<file path="src/rtl/dec_pulse_gen.sv">
// Binary-to-one-hot pulse decoder: one line strobed for a programmable length, then a fixed idle gap.
// Optional one-entry command queue enabled by defining DEC_PULSE_QUEUE_EN.
module dec_pulse_gen #(
   parameter int IN_SIZE  = 2,
   parameter int OUT_SIZE = 1 << IN_SIZE,
   parameter int LEN_W    = 4,
   parameter int GAP      = 1
) (
   input  logic                clk,
   input  logic                rst,
   input  logic [IN_SIZE-1:0]  in,
   input  logic [LEN_W-1:0]    len,
   input  logic                in_valid,
   output logic                in_ready,
   input  logic                enable,
   output logic [OUT_SIZE-1:0] out,
   output logic                busy,
   output logic                done
);

   localparam int GAP_W = (GAP > 0) ? $clog2(GAP + 1) : 1;

   typedef enum logic [1:0] {S_IDLE, S_ACTIVE, S_GAP} state_t;

   state_t              r_state;
   logic [LEN_W-1:0]    r_cnt;
   logic [GAP_W-1:0]    r_gcnt;
   logic [OUT_SIZE-1:0] r_out;
   logic                r_busy;
   logic                r_done;

   logic                w_hs;
   logic [LEN_W-1:0]    w_len;
   logic                w_pulse_end;
   logic                w_launch;
   logic [IN_SIZE-1:0]  w_lidx;
   logic [LEN_W-1:0]    w_llen;

   assign w_hs  = in_valid && in_ready;
   assign w_len = (len == '0) ? LEN_W'(1) : len;

   // Point at which the next pulse may start without passing through IDLE
   assign w_pulse_end = ((r_state == S_ACTIVE) && (r_cnt == '0) && (GAP == 0)) ||
                        ((r_state == S_GAP) && (r_gcnt == '0));

`ifdef DEC_PULSE_QUEUE_EN
   logic                r_pvld;
   logic [IN_SIZE-1:0]  r_pidx;
   logic [LEN_W-1:0]    r_plen;
   logic                w_fill;

   assign in_ready = !rst && enable && !r_pvld;
   assign w_launch = ((r_state == S_IDLE) && w_hs) || (w_pulse_end && (r_pvld || w_hs));
   assign w_lidx   = r_pvld ? r_pidx : in;
   assign w_llen   = r_pvld ? r_plen : w_len;
   assign w_fill   = w_hs && (r_state != S_IDLE) && !w_pulse_end;

   always_ff @(posedge clk or posedge rst) begin
      if (rst) begin
         r_pvld <= 1'b0;
         r_pidx <= '0;
         r_plen <= '0;
      end else if (!enable) begin
         r_pvld <= 1'b0;
      end else if (w_fill) begin
         r_pvld <= 1'b1;
         r_pidx <= in;
         r_plen <= w_len;
      end else if (w_launch && r_pvld) begin
         r_pvld <= 1'b0;
      end
   end
`else
   assign in_ready = !rst && enable && (r_state == S_IDLE);
   assign w_launch = (r_state == S_IDLE) && w_hs;
   assign w_lidx   = in;
   assign w_llen   = w_len;
`endif

   always_ff @(posedge clk or posedge rst) begin
      if (rst) begin
         r_state <= S_IDLE;
         r_cnt   <= '0;
         r_gcnt  <= '0;
         r_out   <= '0;
         r_busy  <= 1'b0;
         r_done  <= 1'b0;
      end else if (!enable) begin
         r_state <= S_IDLE;
         r_out   <= '0;
         r_busy  <= 1'b0;
         r_done  <= 1'b0;
      end else if (w_launch) begin
         r_state <= S_ACTIVE;
         r_out   <= OUT_SIZE'(1) << w_lidx;
         r_cnt   <= w_llen - LEN_W'(1);
         r_done  <= (w_llen == LEN_W'(1));
         r_busy  <= 1'b1;
      end else begin
         case (r_state)
            S_IDLE: begin
               r_out  <= '0;
               r_busy <= 1'b0;
               r_done <= 1'b0;
            end
            S_ACTIVE: begin
               // done is raised one edge early so it lands on the final ACTIVE cycle
               if (r_cnt != '0) begin
                  r_cnt  <= r_cnt - LEN_W'(1);
                  r_done <= (r_cnt == LEN_W'(1));
               end else if (GAP > 0) begin
                  r_state <= S_GAP;
                  r_out   <= '0;
                  r_done  <= 1'b0;
                  r_gcnt  <= GAP_W'(GAP - 1);
               end else begin
                  r_state <= S_IDLE;
                  r_out   <= '0;
                  r_done  <= 1'b0;
                  r_busy  <= 1'b0;
               end
            end
            S_GAP: begin
               if (r_gcnt != '0) begin
                  r_gcnt <= r_gcnt - GAP_W'(1);
               end else begin
                  r_state <= S_IDLE;
                  r_busy  <= 1'b0;
               end
            end
            default: begin
               r_state <= S_IDLE;
               r_out   <= '0;
               r_busy  <= 1'b0;
               r_done  <= 1'b0;
            end
         endcase
      end
   end

   assign out  = r_out;
   assign busy = r_busy;
   assign done = r_done;

endmodule

</file>
<file path="config.mk">
export PLATFORM = sky130hd
export DESIGN_NAME = dec_pulse_gen
export DESIGN_NICKNAME = d
export VERILOG_FILES = /design/src/rtl/dec_pulse_gen.sv
export SDC_FILE = /design/constraint.sdc
export NUM_CORES = 1
export LEC_CHECK = 0
export CAP_MARGIN = 30
export CELL_PAD_IN_SITES_DETAIL_PLACEMENT = 2
export CELL_PAD_IN_SITES_GLOBAL_PLACEMENT = 2
export CORE_MARGIN = 3
export CORE_UTILIZATION = 26
export DETAILED_ROUTE_END_ITERATION = 12
export HOLD_SLACK_MARGIN = 0.12
export PLACE_DENSITY = 0.72
export SLEW_MARGIN = 15
export SYNTH_ARGS = -nofsm -noshare
export SYNTH_HDL_FRONTEND = slang
export SYNTH_SLANG_ARGS = --single-unit
export TNS_END_PERCENT = 100
</file>
<file path="constraint.sdc">
create_clock -name clk -period 1.6 [get_ports clk]
set_input_delay 0.16 -clock clk [delete_from_list [all_inputs] [get_ports clk]]
set_output_delay 0.16 -clock clk [all_outputs]
set_load 0.005 [all_outputs]
</file>
==> flow_summary.toml <==
[clock_tree]
cts_buffers = 3
path_clk_slew_ns = 0.09
cts_tree = "built"
clock_sinks = 12
clk_latency_ns = 0.29
clockRootBuffer = "clkbuf_4"
ctsLongestPathBuffers = 2
htreeDepth = 1

[sta]
setup_viol = 0
rsz0062_at_grt = "true"
drv_slew = 0
worst_slew_pin_slew_ns = 0.515
hold_viol = 0
fmax_mhz = 643
fin_crit_sh = 0.972
fin_skew_ns = 0.00232
holdWs_ns = 0.281
relSlewSlack = 0.656
layout_min_cycle_time_ns = 1.55

[die]
core_sq_um = 2540
die_area_sq_um = 3430
die_w_um = 58.6
initial_utilization = 0.282
ios = 17
die_h_um = 58.6
rows = 18

[pwr]
combPwrFrac = 0.379
leakage_nw = 0.477
clockPowerShare = 0.242
vdd_drop_max_mv = 0.512
p_seq_frac = 0.379
power_switching_mw = 0.384
p_sw_frac = 0.351
p_per_area_nw_per_um2 = 1030
internal-power_mw = 0.709

[worst_setup_path]
crit_arrival_ns = 1.73
endpoint = "r_cnt[1]"
slowest_delay_ns = 0.41
cp_max_fo = 4
reg2reg_from = "r_cnt[1]"
cp-startpoint = "r_cnt[1]"
slowest_stage = "dfrtp_1"
worstSetupPathType = "flip-flop to flip-flop"
rr_worst_depth = 6
regToRegSetupSlack_ns = 0.05
endpoint_kind = "flip-flop"
r2r-end = "r_cnt[1]"
cp_num_buf_inv = 2
crit_cells = 6
cp_cell_sequence = "inv_2 -> ha_1 -> or3b_4 -> buf_4 -> a32oi_1 -> a2bb2oi_1"
critPathRequiredTime_ns = 1.78
critPathTopFamily = "flip-flops"
start_kind = "flip-flop"

[grt]
grt_pass1_wl_um = 4100
grtUsageTotal = 0.165
antenna_found_initial = 0
overflow = 0
grt_pass1_vias = 760
grt_start_max_net_pins = 13

[routing]
routed_wl_um = 2490
drc = 0
viasPerCell = 5.02
postRouteAntennaNets = 0
first_iter_violations = 19
dr.pass1.iters = 4
wl_per_cell_um = 18.1
num_vias = 688

[synthesis]
synth_area_per_cell_sq_um = 9.58
synth_top_area_share = 0.418
synth-edff-count = 0
synth_cells = 75
async_flop_share = 1.00
ys_ff_latch = 12
synth-main-ff-cell = "dfrtp_1"
synth_most_common_cell = "dfrtp_1"
ys_top_cells_by_area = "dfrtp_1 42%, ha_1 7.0%, inv_1 4.2%"
syn_nets = 89
ys_seq_area_frac = 0.418
synth.distinct_cells = 35
yosys-top-cells-count = "12 x dfrtp_1, 8 x inv_1, 8 x nand2_1"
ys_warn_count = 0
syn-cell-area_sq_um = 718
post-synth-top-area-cell = "dfrtp_1"

[final_layout]
stdcell_count = 137
area_delta_synth_final_pct = 48.1
n_antenna_cell = 0
utilization = 0.418
layout-drive-gt1-share = 0.262
nets = 122

[min_path]
hold_class = "input port to asynchronous set/reset pin"

[place]
dp_hpwl_um = 1970
placed_cells = 132
port_buffers = 16
routabilityCongestion = 0.782

[run]
maxCapViolCount = 0

[outcome]
status = "completed"
placed cells by master (no fill, tap or decap), types with 2 or more instances in the layout:
| cell type | synthesis | routed |
|---|---|---|
| clkbuf_4 | 0 | 3 |
| inv_1 | 8 | 6 |
| nor2b_1 | 2 | 2 |
| dfrtp_1 | 12 | 11 |
| inv_2 | 0 | 2 |
| nand2_1 | 8 | 8 |
| o21ai_0 | 3 | 3 |
| o31a_1 | 2 | 2 |
| buf_4 | 1 | 14 |
| ha_1 | 4 | 4 |
| nand3_1 | 4 | 4 |
| o32ai_1 | 2 | 2 |
| nor3_1 | 3 | 3 |
| nor2_1 | 3 | 3 |
| clkdlybuf4s50_1 | 0 | 15 |
worst min path at each step:
stage,start,endpoint,slack [ns],cells past startpoint
2_1_floorplan,rst,busy,0.02,1
3_3_place_gp,busy,busy,0.46,2
3_5_place_dp,busy,busy,0.49,2
4_1_cts,rst,r_cnt[3],0.30,2
5_1_grt,rst,done,0.33,2
6_report,rst,r_state[1],0.28,2
timing repair:
action,in CTS,in global routing
resized for setup,4,4
pin swaps,0,2
hold buffers,0,0
buffers inserted,1,0
setup endpoints to repair,6,6
cells by family (layout without fill, tap and decap cells):
group,count (synthesis),in the layout,share of synthesized area
AND/OR/NAND/NOR,31,31,0.265
AO/OA/AOI/OAI,17,17,0.178
flip-flops,12,12,0.418
buffers and inverters,10,42,0.0575
adder cells (fa/ha/maj),4,4,0.0697
XOR/XNOR,1,1,0.0122
through the flow:
stage               power (mW)  instance area, sq um  worst slack, ns  setup TNS (ns)
global route              1.16                  1060         -0.00567        -0.00589
global placement         0.763                  1000          -0.0124         -0.0124
detailed placement       0.806                  1000          -0.0574          -0.217
CTS                       1.08                  1050           0.0131               0
floorplan                0.586                   718           0.0690               0
finish                    1.09                  1060           0.0451               0
flip-flops by register name, summed over array words and instances (netlist names):
register	flops
r_cnt	4
out	4
r_state	2
done	1
busy	1
layer usage:
layer | vias to the layer above | GRT usage | part of all wire
li1 | 335 | - | -
met1 | 336 | 0.215 | 0.45
met2 | 14 | 0.276 | 0.51
met3 | 3 | 0.0132 | 0.023
met4 | 0 | 0.0795 | 0.013
met5 | - | 0 | 0
cell type report:
type | count | area (sq um)
Tap cell | 30 | 37.5
Sequential cell | 12 | 302
Multi-Input combinational cell | 53 | 394
Clock buffer | 4 | 36.3
Timing Repair Buffer | 30 | 264
Inverter | 8 | 30.0
Fill cell | 283 | 1480
power by group through the flow:
stage | combinational [mW] | clock, mW | sequential [mW]
4_1_cts | 0.407 | 0.265 | 0.408
3_5_place_dp | 0.399 | 0 | 0.407
5_1_grt | 0.458 | 0.275 | 0.422
2_1_floorplan | 0.193 | 0 | 0.392
6_report | 0.414 | 0.265 | 0.414
3_3_place_gp | 0.365 | 0 | 0.398
Power figures use the tool's default switching activity.
